## src/rtl/divider_8b.sv

```systemverilog
// divider_8b: sequential radix-2 restoring divider, one quotient bit per clock.
// Divides a 2*WIDTH-bit dividend by a WIDTH-bit divisor and returns the quotient
// and remainder. Handshakes use valid/ready on both sides.
//
// Ports:
//   clk          clock, all state changes on the rising edge
//   rst          synchronous active-high reset
//   in_valid     operands valid
//   in_ready     block can accept operands (IDLE only)
//   dividend     2*WIDTH-bit unsigned numerator
//   divisor      WIDTH-bit unsigned denominator
//   out_valid    result valid (DONE only)
//   out_ready    consumer takes the result
//   quotient     2*WIDTH-bit unsigned quotient (all ones on divide by zero)
//   remainder    WIDTH-bit unsigned remainder (dividend low bits on divide by zero)
//   div_by_zero  result flag: divisor was zero
module divider_8b #(
    parameter int unsigned WIDTH = 4
) (
    input  logic                 clk,
    input  logic                 rst,
    input  logic                 in_valid,
    output logic                 in_ready,
    input  logic [2*WIDTH-1:0]   dividend,
    input  logic [WIDTH-1:0]     divisor,
    output logic                 out_valid,
    input  logic                 out_ready,
    output logic [2*WIDTH-1:0]   quotient,
    output logic [WIDTH-1:0]     remainder,
    output logic                 div_by_zero
);

    localparam int unsigned QW = 2 * WIDTH;
    localparam int unsigned CW = (QW > 1) ? $clog2(QW) : 1;
    localparam logic [CW-1:0] LAST = CW'(QW - 1);

    typedef enum logic [1:0] {
        IDLE = 2'd0,
        RUN  = 2'd1,
        DONE = 2'd2
    } state_t;

    state_t            state_q;
    logic [WIDTH-1:0]  d_q;
    logic [QW-1:0]     q_q;
    logic [WIDTH-1:0]  r_q;
    logic [CW-1:0]     cnt_q;

    logic [WIDTH:0]    t_d;
    logic [WIDTH:0]    diff_d;
    logic              ge_d;
    logic [WIDTH-1:0]  r_d;
    logic [QW-1:0]     q_d;

    // R < D before every shift, so the partial remainder always fits in WIDTH
    // bits; only the shifted trial value T and the subtract need WIDTH+1 bits.
    // The top bit of the difference is therefore always zero when it is kept.
    logic              unused_diff_msb;

    always_comb begin
        t_d    = {r_q, q_q[QW-1]};
        diff_d = t_d - {1'b0, d_q};
        ge_d   = (t_d >= {1'b0, d_q});
        r_d    = ge_d ? diff_d[WIDTH-1:0] : t_d[WIDTH-1:0];
        q_d    = {q_q[QW-2:0], ge_d};
    end

    assign unused_diff_msb = diff_d[WIDTH];

    always_ff @(posedge clk) begin
        if (rst) begin
            state_q     <= IDLE;
            in_ready    <= 1'b1;
            out_valid   <= 1'b0;
            quotient    <= '0;
            remainder   <= '0;
            div_by_zero <= 1'b0;
            d_q         <= '0;
            q_q         <= '0;
            r_q         <= '0;
            cnt_q       <= '0;
        end else begin
            case (state_q)
                IDLE: begin
                    if (in_valid) begin
                        d_q      <= divisor;
                        q_q      <= dividend;
                        r_q      <= '0;
                        cnt_q    <= '0;
                        in_ready <= 1'b0;
                        if (divisor != '0) begin
                            state_q <= RUN;
                        end else begin
                            state_q     <= DONE;
                            out_valid   <= 1'b1;
                            quotient    <= '1;
                            remainder   <= dividend[WIDTH-1:0];
                            div_by_zero <= 1'b1;
                        end
                    end
                end
                RUN: begin
                    q_q   <= q_d;
                    r_q   <= r_d;
                    cnt_q <= cnt_q + CW'(1);
                    if (cnt_q == LAST) begin
                        state_q     <= DONE;
                        out_valid   <= 1'b1;
                        quotient    <= q_d;
                        remainder   <= r_d;
                        div_by_zero <= 1'b0;
                    end
                end
                DONE: begin
                    if (out_ready) begin
                        state_q   <= IDLE;
                        out_valid <= 1'b0;
                        in_ready  <= 1'b1;
                    end
                end
                default: begin
                    state_q   <= IDLE;
                    out_valid <= 1'b0;
                    in_ready  <= 1'b1;
                end
            endcase
        end
    end

endmodule

```

## config.mk

```make
export PLATFORM = sky130hd
export DESIGN_NAME = divider_8b
export DESIGN_NICKNAME = d
export VERILOG_FILES = /design/src/rtl/divider_8b.sv
export SDC_FILE = /design/constraint.sdc
export NUM_CORES = 1
export LEC_CHECK = 0
export CAP_MARGIN = 30
export CELL_PAD_IN_SITES_DETAIL_PLACEMENT = 0
export CELL_PAD_IN_SITES_GLOBAL_PLACEMENT = 1
export CORE_MARGIN = 3
export CORE_UTILIZATION = 25
export DETAILED_ROUTE_END_ITERATION = 6
export MAX_ROUTING_LAYER = met4
export PLACE_DENSITY = 0.63
export SLEW_MARGIN = 20
export SYNTH_ARGS = -nofsm -noshare
export SYNTH_HDL_FRONTEND = slang
export SYNTH_SLANG_ARGS = --single-unit
export TNS_END_PERCENT = 20
```

## constraint.sdc

```tcl
create_clock -name clk -period 4.3 [get_ports clk]
set_input_delay 1.29 -clock clk [delete_from_list [all_inputs] [get_ports clk]]
set_output_delay 1.29 -clock clk [all_outputs]
set_load 0.05 [all_outputs]
```

==> report_table.html, run 1 <==
<table>
<tr><th>Metric</th><th>Value</th></tr>
<tr><th colspan="2">Pwr</th></tr>
<tr><td>Total power draw</td><td>slightly below 0.9 mW</td></tr>
<tr><td>Fraction of power consumed by sequential logic</td><td>roughly 44%</td></tr>
<tr><td>Clock power share</td><td>28.0%</td></tr>
<tr><td>Static Leakage</td><td>0.798 nW</td></tr>
<tr><td>Worst voltage drop across the vdd grid</td><td>between 0.0002 and 0.00025 V</td></tr>
<tr><td>P_sw</td><td>0.292 mW</td></tr>
<tr><td>Pwr Density</td><td>396 mW/mm²</td></tr>
<tr><td>Portion of total power attributed to combinational logic</td><td>27.7%</td></tr>
<tr><td>Internal cell power</td><td>0.591 mW</td></tr>
<tr><td>Share of total power consumed by net switching</td><td>between 30% and 40%</td></tr>
<tr><th colspan="2">Global routing</th></tr>
<tr><td>Pin count of the biggest net entering global routing</td><td>37</td></tr>
<tr><td>Total congestion overflow</td><td>0</td></tr>
<tr><td>Wire length of the first global-routing pass</td><td>7410 µm</td></tr>
<tr><td>Number of global-route vias before repair</td><td>1513</td></tr>
<tr><td>Number of antenna violations at the first check in global routing</td><td>0</td></tr>
<tr><td>GRT Util Overall</td><td>between 10% and 20%</td></tr>
<tr><th colspan="2">Timing</th></tr>
<tr><td>Number of endpoints with negative hold slack in the final report</td><td>0</td></tr>
<tr><td>Clock Skews</td><td>11.5 ps</td></tr>
<tr><td>Post-route minimum period</td><td>3210 ps</td></tr>
<tr><td>Max-slew headroom at the worst pin</td><td>44.2%</td></tr>
<tr><td>Final Cycle Share</td><td>74.6%</td></tr>
<tr><td>Accumulated negative setup slack</td><td>0 ps</td></tr>
<tr><td>Final-report setup violation count</td><td>0</td></tr>
<tr><td>Worst-margin pin slew</td><td>834 ps</td></tr>
<tr><td>Setup repair after global routing missed its margin</td><td>no</td></tr>
<tr><td>Max Transition Viols Final</td><td>0</td></tr>
<tr><td>Peak clock frequency supported by timing</td><td>0.312 GHz</td></tr>
<tr><th colspan="2">Clock tree</th></tr>
<tr><td>Number of clock buffers inserted by TritonCTS</td><td>5</td></tr>
<tr><td>Total of cells resized after clock tree synthesis</td><td>0</td></tr>
<tr><td>Clock tree sinks</td><td>36</td></tr>
<tr><td>CTS root buf</td><td>sky130_fd_sc_hd__clkbuf_8</td></tr>
<tr><td>Maximum clock insertion buffer count</td><td>2</td></tr>
<tr><td>Clock latency on the worst-skew pair</td><td>290 ps</td></tr>
<tr><td>Post-CTS setup buffers</td><td>0</td></tr>
<tr><td>CTS clk-pin slew, worst paths</td><td>around 70 ps</td></tr>
<tr><td>CTS HTree Levels</td><td>2</td></tr>
<tr><td>Number of buffers inserted for hold repair after clock tree synthesis</td><td>0</td></tr>
<tr><td>Clock tree from TritonCTS</td><td>done</td></tr>
<tr><th colspan="2">Floorplanning</th></tr>
<tr><td>Core Area</td><td>0.00657 mm²</td></tr>
<tr><td>Starting density of the core</td><td>26.8%</td></tr>
<tr><td>Boundary pin count</td><td>31</td></tr>
<tr><td>Die X</td><td>89.9 µm</td></tr>
<tr><td>Vertical die dimension</td><td>~90 µm</td></tr>
<tr><td>Rows</td><td>29</td></tr>
<tr><td>Die area</td><td>0.00808 mm²</td></tr>
<tr><th colspan="2">Place</th></tr>
<tr><td>Estimated wirelength of the detail-placed design</td><td>3150 µm</td></tr>
<tr><td>Count of port buffers added during placement</td><td>30</td></tr>
<tr><td>Last weighted congestion value of the routability-driven placer</td><td>0.751</td></tr>
<tr><th colspan="2">Detailed routing</th></tr>
<tr><td>Iteration-0 DRC count of the detailed router</td><td>117</td></tr>
<tr><td>Final WL</td><td>4360 µm</td></tr>
<tr><td>Vias per inst</td><td>~4.6</td></tr>
<tr><td>Number of antenna-violating nets in the routed design</td><td>0</td></tr>
<tr><td>Via Count</td><td>roughly 1500</td></tr>
<tr><td>DRC</td><td>0</td></tr>
<tr><td>Number of detailed-route iterations in the first pass</td><td>4</td></tr>
<tr><td>Routed len/inst</td><td>13.2 µm</td></tr>
<tr><th colspan="2">Critical path</th></tr>
<tr><td>Worst path buffer plus inverter count</td><td>2</td></tr>
<tr><td>Total stage count of the critical path</td><td>7</td></tr>
<tr><td>Critical path, cell by cell</td><td>clkdlybuf4s50_1, nand2b_1, a21boi_4, nor3_4, buf_4, nor2_1, nor3_1</td></tr>
<tr><td>CP Class</td><td>input pin to flip-flop</td></tr>
<tr><td>Reg2Reg Depth</td><td>6</td></tr>
<tr><td>Critical-path top delay cell</td><td>sky130_fd_sc_hd__nor3_4</td></tr>
<tr><td>Delay of the slowest cell on the worst path</td><td>640 ps</td></tr>
<tr><td>Data required time at the worst endpoint</td><td>4510 ps</td></tr>
<tr><td>Data arrival time of the critical path</td><td>3410 ps</td></tr>
<tr><td>Kind of end point of the critical path</td><td>flip-flop</td></tr>
<tr><td>Worst-path fanout max</td><td>15</td></tr>
<tr><td>Category of the worst setup path launch point</td><td>input pin</td></tr>
<tr><td>CP top delay family</td><td>simple AND/OR/NAND/NOR gates</td></tr>
<tr><th colspan="2">Logic synthesis</th></tr>
<tr><td>Portion of synthesized cell area occupied by the leading cell type</td><td>41.0%</td></tr>
<tr><td>Part of the Yosys area used for sequential elements</td><td>around two fifths</td></tr>
<tr><td>Area of the mapped netlist</td><td>0.00176 mm²</td></tr>
<tr><td>Cell accounting for the most synthesized area</td><td>sky130_fd_sc_hd__dfxtp_1</td></tr>
<tr><td>Mapped Nets</td><td>231</td></tr>
<tr><td>Number of storage elements in the synthesis netlist</td><td>36</td></tr>
<tr><td>Yosys cell types</td><td>40</td></tr>
<tr><td>Most instantiated library cell after synthesis</td><td>sky130_fd_sc_hd__nor2_1</td></tr>
<tr><td>Proportion of synthesized flip-flops having asynchronous set or reset</td><td>0%</td></tr>
<tr><td>Flip-flop cell with the highest count after synthesis</td><td>sky130_fd_sc_hd__dfxtp_1</td></tr>
<tr><td>Synth cell count leaders</td><td>sky130_fd_sc_hd__nor2_1, sky130_fd_sc_hd__dfxtp_1, sky130_fd_sc_hd__nand2_1</td></tr>
<tr><td>Number of enable-type register cells in the synthesized netlist</td><td>0</td></tr>
<tr><td>Synthesized instance count</td><td>208</td></tr>
<tr><td>Number of synthesis warnings</td><td>0</td></tr>
<tr><td>Biggest area contributors in the synthesized netlist</td><td>sky130_fd_sc_hd__dfxtp_1, sky130_fd_sc_hd__nor2_1, sky130_fd_sc_hd__a21oi_1</td></tr>
<tr><td>Average footprint of a synthesized cell</td><td>between 8 and 9 µm²</td></tr>
<tr><th colspan="2">Min path</th></tr>
<tr><td>Kind of path behind the tightest hold check</td><td>flip-flop to flip-flop</td></tr>
<tr><td>Min-Delay Path Depth</td><td>1</td></tr>
<tr><th colspan="2">Layout</th></tr>
<tr><td>Number of nets in the layout</td><td>260</td></tr>
<tr><td>Synthesis-to-finish area growth</td><td>26.8%</td></tr>
<tr><td>Fraction of layout instances using a drive strength above 1</td><td>12.6%</td></tr>
<tr><td>Antenna diode count</td><td>0</td></tr>
<tr><th colspan="2">Run</th></tr>
<tr><td>Max capacitance violation total</td><td>0</td></tr>
<tr><th colspan="2">Outcome</th></tr>
<tr><td>Result of the run</td><td>complete, no violations</td></tr>
</table>
## placed cells by master (no fill, tap or decap), drive strengths merged, types with 2 or more instances in the layout
| cell type | instances |
|---|---|
| a211oi | 6 |
| a21oi | 19 |
| a221oi | 3 |
| a22oi | 2 |
| a311oi | 6 |
| a31oi | 2 |
| buf | 3 |
| clkbuf | 8 |
| clkdlybuf4s50 | 30 |
| dfxtp | 36 |
| ha | 6 |
| inv | 10 |
| nand2 | 21 |
| nand2b | 2 |
| nand3 | 4 |
| nand3b | 3 |
| nor2 | 42 |
| nor2b | 2 |
| nor3 | 13 |
| o21ai | 9 |
## cell families after synthesis
kind of cell    share of synthesized area (%)
xor+xnor                                0.498
buf+inv                                  5.40
simple gates                             25.2
flops                                    41.0
fa+ha+maj                                5.41
compound gates                           22.5
## stage by stage
step | hold slack [ps] | instance area (µm²) | setup slack, ps | cells | utilization, %
global route | 513 | 2230 | 866 | 331 | 34.0
global placement | 459 | 2130 | 858 | 322 | 32.5
detailed placement | 468 | 2140 | 814 | 323 | 32.6
finish | 478 | 2230 | 1090 | 331 | 34.0
CTS | 482 | 2230 | 1100 | 331 | 34.0
floorplan | 444 | 1760 | 1950 | 208 | -
## power by group through the flow
stage / Combinational (mW) / Sequential [mW] / Clock, mW
6_report: 0.244 / 0.391 / 0.247
5_1_grt: 0.269 / 0.396 / 0.267
4_1_cts: 0.245 / 0.391 / 0.253
3_5_place_dp: 0.244 / 0.399 / 0
3_3_place_gp: 0.242 / 0.399 / 0
2_1_floorplan: 0.143 / 0.428 / 0
## sequential cells by signal (all words and copies together), names as in the netlist
| name | flops |
|---|---|
| d_q | 4 |
| in_ready | 1 |
| quotient | 8 |
| cnt_q | 3 |
| remainder | 4 |
| div_by_zero | 1 |
| q_q | 8 |
| state_q | 2 |
| out_valid | 1 |
| r_q | 4 |
## layer usage
metal	routed length, µm	track usage, %	vias up	part of all wire [%]
li1	-	-	790	-
met2	1860	17.2	44	43
met5	0	-	-	0
met1	2260	15.7	670	52
met3	195	2.59	5	4.5
met4	43	2.68	0	0.99
## final timing paths
kind                                  from           to  slack, ps
worst max-delay path              in_valid  quotient[3]       1090
worst min-delay path              cnt_q[0]     cnt_q[0]        480
worst max register to register  state_q[0]  quotient[3]       2050
worst min register to register    cnt_q[0]     cnt_q[0]        480
## final cells by class
cell class | count | area, µm²
Timing Repair Buffer | 33 | 323
Tap cell | 93 | 116
Sequential cell | 36 | 721
Clock buffer | 8 | 90.1
Inverter | 10 | 37.5
Multi-Input combinational cell | 151 | 943
Fill cell | 709 | 4340
No activity file was read; power rests on OpenSTA's default activity.
==> inputs of run 2 (changes only) <==
==> constraint.sdc (replaced) <==
create_clock -name clk -period 3.1 [get_ports clk]
set_input_delay 0.93 -clock clk [delete_from_list [all_inputs] [get_ports clk]]
set_output_delay 0.93 -clock clk [all_outputs]
set_load 0.05 [all_outputs]
==> report_table.html, run 2 (synthesized netlist as in run 1, its figures left out) <==
<table>
<tr><th>Metric</th><th>Value</th></tr>
<tr><th colspan="2">Clock tree</th></tr>
<tr><td>Clock tree from TritonCTS</td><td>done</td></tr>
<tr><td>Post-CTS setup buffers</td><td>0</td></tr>
<tr><td>CTS root buf</td><td>sky130_fd_sc_hd__clkbuf_8</td></tr>
<tr><td>Maximum clock insertion buffer count</td><td>2</td></tr>
<tr><td>Number of clock buffers inserted by TritonCTS</td><td>5</td></tr>
<tr><td>Clock latency on the worst-skew pair</td><td>290 ps</td></tr>
<tr><td>Total of cells resized after clock tree synthesis</td><td>0</td></tr>
<tr><td>CTS clk-pin slew, worst paths</td><td>roughly 70 ps</td></tr>
<tr><td>CTS HTree Levels</td><td>2</td></tr>
<tr><td>Clock tree sinks</td><td>36</td></tr>
<tr><td>Number of buffers inserted for hold repair after clock tree synthesis</td><td>0</td></tr>
<tr><th colspan="2">Detailed routing</th></tr>
<tr><td>DRC</td><td>0</td></tr>
<tr><td>Via Count</td><td>roughly 1500</td></tr>
<tr><td>Vias per inst</td><td>about 4.6</td></tr>
<tr><td>Final WL</td><td>4390 µm</td></tr>
<tr><td>Iteration-0 DRC count of the detailed router</td><td>92</td></tr>
<tr><td>Number of antenna-violating nets in the routed design</td><td>0</td></tr>
<tr><td>Number of detailed-route iterations in the first pass</td><td>4</td></tr>
<tr><td>Routed len/inst</td><td>13.2 µm</td></tr>
<tr><th colspan="2">Layout</th></tr>
<tr><td>Synthesis-to-finish area growth</td><td>28.7%</td></tr>
<tr><td>Commonest cells after routing, fill and taps aside</td><td>sky130_fd_sc_hd__nor2_1, sky130_fd_sc_hd__dfxtp_1, sky130_fd_sc_hd__clkdlybuf4s50_1</td></tr>
<tr><td>Area of the multi-input gates</td><td>943 µm²</td></tr>
<tr><td>Antenna diode count</td><td>0</td></tr>
<tr><td>Number of nets in the layout</td><td>262</td></tr>
<tr><td>Post-layout instance count excluding filler cells</td><td>333</td></tr>
<tr><td>Most frequent standard cell in the layout excluding fill and tap cells</td><td>sky130_fd_sc_hd__nor2_1</td></tr>
<tr><td>Registers with the most flip-flops</td><td>q_q x8, quotient x8</td></tr>
<tr><td>Fill count</td><td>between 700 and 800</td></tr>
<tr><td>Area occupied by registers</td><td>721 µm²</td></tr>
<tr><td>Fraction of layout instances using a drive strength above 1</td><td>13.8%</td></tr>
<tr><td>Final instance area</td><td>between 0.002 and 0.0025 mm²</td></tr>
<tr><td>Post-layout utilization of the core</td><td>approximately 34%</td></tr>
<tr><th colspan="2">Critical path</th></tr>
<tr><td>Endpoint of the worst-slack reg-to-reg timing path</td><td>r_q[3]</td></tr>
<tr><td>Worst setup path start</td><td>in_valid</td></tr>
<tr><td>Worst-case register-to-register setup slack</td><td>1060 ps</td></tr>
<tr><td>Data arrival time of the critical path</td><td>2620 ps</td></tr>
<tr><td>Worst R2R Start</td><td>state_q[0]</td></tr>
<tr><td>Data required time at the worst endpoint</td><td>about 3300 ps</td></tr>
<tr><td>Worst-path fanout max</td><td>16</td></tr>
<tr><td>Category of the worst setup path launch point</td><td>input pin</td></tr>
<tr><td>CP Class</td><td>input pin to flip-flop</td></tr>
<tr><td>Kind of end point of the critical path</td><td>flip-flop</td></tr>
<tr><td>Reg2Reg Depth</td><td>6</td></tr>
<tr><td>Crit path to</td><td>remainder[2]</td></tr>
<tr><th colspan="2">Timing</th></tr>
<tr><td>Max Transition Viols Final</td><td>0</td></tr>
<tr><td>Number of endpoints with negative hold slack in the final report</td><td>0</td></tr>
<tr><td>Final-report setup violation count</td><td>0</td></tr>
<tr><td>Setup repair after global routing missed its margin</td><td>no</td></tr>
<tr><td>Accumulated negative setup slack</td><td>0 ps</td></tr>
<tr><td>Final Cycle Share</td><td>78.1%</td></tr>
<tr><td>Worst-margin pin slew</td><td>722 ps</td></tr>
<tr><td>Clock Skews</td><td>7.83 ps</td></tr>
<tr><td>Final Worst Setup Slack</td><td>680 ps</td></tr>
<tr><td>Post-route minimum period</td><td>2420 ps</td></tr>
<tr><td>Max-slew headroom at the worst pin</td><td>51.6%</td></tr>
<tr><td>Final worst hold slack</td><td>475 ps</td></tr>
<tr><td>Peak clock frequency supported by timing</td><td>just over 0.4 GHz</td></tr>
<tr><th colspan="2">Place</th></tr>
<tr><td>Post-placement cell count</td><td>~330</td></tr>
<tr><td>Last weighted congestion value of the routability-driven placer</td><td>between 0.7 and 0.8</td></tr>
<tr><td>Estimated wirelength of the detail-placed design</td><td>3150 µm</td></tr>
<tr><td>Setup Slack @ Placement</td><td>~370 ps</td></tr>
<tr><td>Post-place instance area</td><td>approximately 0.0022 mm²</td></tr>
<tr><td>Count of port buffers added during placement</td><td>30</td></tr>
<tr><th colspan="2">Floorplanning</th></tr>
<tr><td>Vertical die dimension</td><td>89.9 µm</td></tr>
<tr><td>Starting density of the core</td><td>26.8%</td></tr>
<tr><td>Rows</td><td>29</td></tr>
<tr><td>Boundary pin count</td><td>31</td></tr>
<tr><td>Die X</td><td>around 90 µm</td></tr>
<tr><td>Core Area</td><td>0.00657 mm²</td></tr>
<tr><td>Die area</td><td>0.00808 mm²</td></tr>
<tr><th colspan="2">Min path</th></tr>
<tr><td>Origin of the worst min-delay path</td><td>out_valid</td></tr>
<tr><td>Kind of path behind the tightest hold check</td><td>flip-flop to flip-flop</td></tr>
<tr><th colspan="2">Pwr</th></tr>
<tr><td>Static Leakage</td><td>0.817 nW</td></tr>
<tr><td>Total power draw</td><td>roughly 1.3 mW</td></tr>
<tr><td>Worst voltage drop across the vdd grid</td><td>0.000214 V</td></tr>
<tr><td>Pwr Density</td><td>568 mW/mm²</td></tr>
<tr><th colspan="2">Outcome</th></tr>
<tr><td>Result of the run</td><td>complete, no violations</td></tr>
<tr><th colspan="2">Global routing</th></tr>
<tr><td>Total congestion overflow</td><td>0</td></tr>
<tr><td>Pin count of the biggest net entering global routing</td><td>37</td></tr>
<tr><td>GRT Util Overall</td><td>11.7%</td></tr>
<tr><td>Wire length of the first global-routing pass</td><td>7440 µm</td></tr>
<tr><td>Number of antenna violations at the first check in global routing</td><td>0</td></tr>
<tr><td>Number of global-route vias before repair</td><td>1507</td></tr>
<tr><th colspan="2">Run</th></tr>
<tr><td>Max capacitance violation total</td><td>0</td></tr>
</table>
[run 2: changes by cell type in the layout (fill, tap and decap cells not counted), sizes merged]
cell,delta
buf,+2
clkbuf,-2
bufinv,+1
clkinv,+1
[run 2: final cells by class]
type	instances	area share (%)
clock inverter	2	1.55
inverter	10	1.66
tap	93	5.14
timing repair buffer	35	14.9
clock buffer	6	3.21
sequential	36	31.8
multi-input combinational	151	41.7
[run 2: worst max-delay path, stage by stage]
cell and delay, ps:
sky130_fd_sc_hd__clkdlybuf4s50_1 620, sky130_fd_sc_hd__nand2b_1 120, sky130_fd_sc_hd__a21boi_4 160, sky130_fd_sc_hd__nor3_4 200, sky130_fd_sc_hd__buf_4 280, sky130_fd_sc_hd__nor2_1 80
sky130_fd_sc_hd__a311oi_2 230
[run 2: worst min-delay path by stage]
stage                            to  slack, ps  depth (start not counted)
after floorplan            cnt_q[0]        440                          1
after global placement     cnt_q[0]        460                          1
after detailed placement  out_valid        460                          2
after CTS                 out_valid        480                          2
after global routing         r_q[1]        510                          2
final                     out_valid        480                          2
[run 2: power by group]
| group | switching (mW) | internal [mW] |
|---|---|---|
| clock | 0.164 | 0.239 |
| sequential | 0.0374 | 0.505 |
| combinational | 0.204 | 0.137 |
| total | 0.406 | 0.880 |
[run 2: routing by layer]
metal | share of wire [%] | wire [µm] | track usage, %
met4 | 1.9 | 82 | 4.97
met1 | 50 | 2210 | 15.3
met3 | 3.6 | 160 | 2.42
met5 | 0 | 0 | -
met2 | 44 | 1940 | 17.5
==> inputs of run 3 (changes only) <==
==> constraint.sdc (replaced) <==
create_clock -name clk -period 2.4 [get_ports clk]
set_input_delay 0.72 -clock clk [delete_from_list [all_inputs] [get_ports clk]]
set_output_delay 0.72 -clock clk [all_outputs]
set_load 0.05 [all_outputs]
==> report_table.html, run 3 (synthesized netlist as in run 1, its figures left out) <==
<table>
<tr><th>Metric</th><th>Value</th></tr>
<tr><th colspan="2">Timing</th></tr>
<tr><td>Final worst hold slack</td><td>471 ps</td></tr>
<tr><td>Post-route minimum period</td><td>2170 ps</td></tr>
<tr><td>Final Cycle Share</td><td>90.5%</td></tr>
<tr><td>Clock Skews</td><td>4.18 ps</td></tr>
<tr><td>Max-slew headroom at the worst pin</td><td>62.3%</td></tr>
<tr><td>Final-report setup violation count</td><td>0</td></tr>
<tr><td>Setup repair after global routing missed its margin</td><td>no</td></tr>
<tr><td>Accumulated negative setup slack</td><td>0 ps</td></tr>
<tr><td>Number of endpoints with negative hold slack in the final report</td><td>0</td></tr>
<tr><td>Max Transition Viols Final</td><td>0</td></tr>
<tr><td>Peak clock frequency supported by timing</td><td>about 0.46 GHz</td></tr>
<tr><td>Worst-margin pin slew</td><td>565 ps</td></tr>
<tr><th colspan="2">Layout</th></tr>
<tr><td>Registers with the most flip-flops</td><td>q_q x8, quotient x8</td></tr>
<tr><td>Area of the multi-input gates</td><td>943 µm²</td></tr>
<tr><td>Fill count</td><td>693</td></tr>
<tr><td>Number of nets in the layout</td><td>between 200 and 300</td></tr>
<tr><td>Post-layout instance count excluding filler cells</td><td>around 340</td></tr>
<tr><td>Commonest cells after routing, fill and taps aside</td><td>sky130_fd_sc_hd__nor2_1, sky130_fd_sc_hd__dfxtp_1, sky130_fd_sc_hd__clkdlybuf4s50_1</td></tr>
<tr><td>Final instance area</td><td>0.00232 mm²</td></tr>
<tr><td>Most frequent standard cell in the layout excluding fill and tap cells</td><td>sky130_fd_sc_hd__nor2_1</td></tr>
<tr><td>Antenna diode count</td><td>0</td></tr>
<tr><td>Synthesis-to-finish area growth</td><td>32.0%</td></tr>
<tr><td>Area occupied by registers</td><td>between 700 and 800 µm²</td></tr>
<tr><td>Post-layout utilization of the core</td><td>a little over a third</td></tr>
<tr><td>Fraction of layout instances using a drive strength above 1</td><td>15.9%</td></tr>
<tr><th colspan="2">Floorplanning</th></tr>
<tr><td>Boundary pin count</td><td>31</td></tr>
<tr><td>Starting density of the core</td><td>26.8%</td></tr>
<tr><td>Die area</td><td>0.00808 mm²</td></tr>
<tr><td>Rows</td><td>29</td></tr>
<tr><td>Die X</td><td>89.9 µm</td></tr>
<tr><td>Vertical die dimension</td><td>89.9 µm</td></tr>
<tr><td>Core Area</td><td>0.00657 mm²</td></tr>
<tr><th colspan="2">Critical path</th></tr>
<tr><td>Worst path buffer plus inverter count</td><td>1</td></tr>
<tr><td>Kind of end point of the critical path</td><td>output port</td></tr>
<tr><td>Data arrival time of the critical path</td><td>1450 ps</td></tr>
<tr><td>CP top delay family</td><td>buffers and inverters</td></tr>
<tr><td>Delay of the slowest cell on the worst path</td><td>810 ps</td></tr>
<tr><td>Worst-path fanout max</td><td>3</td></tr>
<tr><td>Worst setup path start</td><td>in_ready</td></tr>
<tr><td>Data required time at the worst endpoint</td><td>roughly 1700 ps</td></tr>
<tr><td>CP Class</td><td>flip-flop to output port</td></tr>
<tr><td>Category of the worst setup path launch point</td><td>flip-flop</td></tr>
<tr><td>Critical-path top delay cell</td><td>sky130_fd_sc_hd__clkdlybuf4s50_1</td></tr>
<tr><td>Worst R2R Start</td><td>d_q[1]</td></tr>
<tr><td>Critical path, cell by cell</td><td>clkdlybuf4s50_1</td></tr>
<tr><th colspan="2">Clock tree</th></tr>
<tr><td>Clock tree sinks</td><td>36</td></tr>
<tr><td>Clock latency on the worst-skew pair</td><td>290 ps</td></tr>
<tr><td>Total of cells resized after clock tree synthesis</td><td>0</td></tr>
<tr><td>Post-CTS setup buffers</td><td>0</td></tr>
<tr><td>Number of buffers inserted for hold repair after clock tree synthesis</td><td>0</td></tr>
<tr><td>CTS HTree Levels</td><td>2</td></tr>
<tr><td>Number of clock buffers inserted by TritonCTS</td><td>5</td></tr>
<tr><td>CTS clk-pin slew, worst paths</td><td>70 ps</td></tr>
<tr><td>CTS root buf</td><td>sky130_fd_sc_hd__clkbuf_8</td></tr>
<tr><td>Maximum clock insertion buffer count</td><td>2</td></tr>
<tr><td>Clock tree from TritonCTS</td><td>done</td></tr>
<tr><th colspan="2">Detailed routing</th></tr>
<tr><td>Number of antenna-violating nets in the routed design</td><td>0</td></tr>
<tr><td>Vias per inst</td><td>between 4 and 5</td></tr>
<tr><td>DRC</td><td>0</td></tr>
<tr><td>Number of detailed-route iterations in the first pass</td><td>4</td></tr>
<tr><td>Iteration-0 DRC count of the detailed router</td><td>43</td></tr>
<tr><td>Via Count</td><td>around 1500</td></tr>
<tr><td>Final WL</td><td>4290 µm</td></tr>
<tr><td>Routed len/inst</td><td>12.7 µm</td></tr>
<tr><th colspan="2">Min path</th></tr>
<tr><td>Origin of the worst min-delay path</td><td>out_valid</td></tr>
<tr><td>Kind of path behind the tightest hold check</td><td>flip-flop to flip-flop</td></tr>
<tr><th colspan="2">Place</th></tr>
<tr><td>Post-placement cell count</td><td>331</td></tr>
<tr><td>Count of port buffers added during placement</td><td>30</td></tr>
<tr><td>Last weighted congestion value of the routability-driven placer</td><td>0.755</td></tr>
<tr><td>Post-place instance area</td><td>0.00223 mm²</td></tr>
<tr><td>Estimated wirelength of the detail-placed design</td><td>around 3100 µm</td></tr>
<tr><th colspan="2">Pwr</th></tr>
<tr><td>Worst voltage drop across the vdd grid</td><td>0.000232 V</td></tr>
<tr><td>Pwr Density</td><td>698 mW/mm²</td></tr>
<tr><td>Static Leakage</td><td>between 0.8 and 0.9 nW</td></tr>
<tr><th colspan="2">Global routing</th></tr>
<tr><td>Wire length of the first global-routing pass</td><td>between 7000 and 8000 µm</td></tr>
<tr><td>Number of antenna violations at the first check in global routing</td><td>0</td></tr>
<tr><td>Pin count of the biggest net entering global routing</td><td>37</td></tr>
<tr><td>GRT Util Overall</td><td>11.8%</td></tr>
<tr><td>Total congestion overflow</td><td>0</td></tr>
<tr><td>Number of global-route vias before repair</td><td>1560</td></tr>
<tr><th colspan="2">Run</th></tr>
<tr><td>Max capacitance violation total</td><td>0</td></tr>
<tr><th colspan="2">Outcome</th></tr>
<tr><td>Result of the run</td><td>complete, no violations</td></tr>
</table>
## run 3: cell types whose count changed in the layout (fill, tap and decap cells not counted), sizes merged
| cell | previous run | this run |
|---|---|---|
| buf | 5 | 11 |
| clkinv | 1 | 0 |
| bufinv | 1 | 0 |
| clkbuf | 6 | 7 |
## run 3: path summary, 6_finish.rpt
path	to	slack [ps]	cells after the start
worst max-delay path	in_ready	230	1
worst min-delay path	out_valid	470	2
worst max register to register	remainder[2]	390	6
worst min register to register	out_valid	470	2
## run 3: where the power goes
| group | total [mW] | switching, mW | internal [mW] |
|---|---|---|---|
| sequential | 0.697 | 0.0448 | 0.652 |
| clock | 0.464 | 0.208 | 0.256 |
| combinational | 0.460 | 0.267 | 0.193 |
| total | 1.62 | 0.520 | 1.10 |
## run 3: final cells by class
class	count	area share [%]
Inverter	10	1.62
Multi-Input combinational cell	151	40.6
Sequential cell	36	31.0
Tap cell	93	5.01
Timing Repair Buffer	41	17.6
Clock buffer	7	4.15
## run 3: layer usage
metal	track usage [%]	part of all wire, %	up-vias
met5	-	0	-
met4	4.21	1.7	0
met3	3.01	3.5	8
met2	17.6	42	25
met1	15.5	52	699
li1	-	-	799
## run 3: through the flow
step | worst slack (ps) | power [mW]
after global routing | 169 | 1.72
after global placement | 12.5 | 1.17
after CTS | 214 | 1.64
after detailed placement | -9.17 | 1.17
final | 229 | 1.62
after floorplan | 566 | 1.02
## run 3: worst register-to-register path: cells and delay by family, from the launching register on
family	cells	cell delay, ps
AO/OA/AOI/OAI	3	700
AND/OR/NAND/NOR	1	510
adder cells (fa/ha/maj)	1	210
buffers and inverters	1	60
flip-flops	1	390
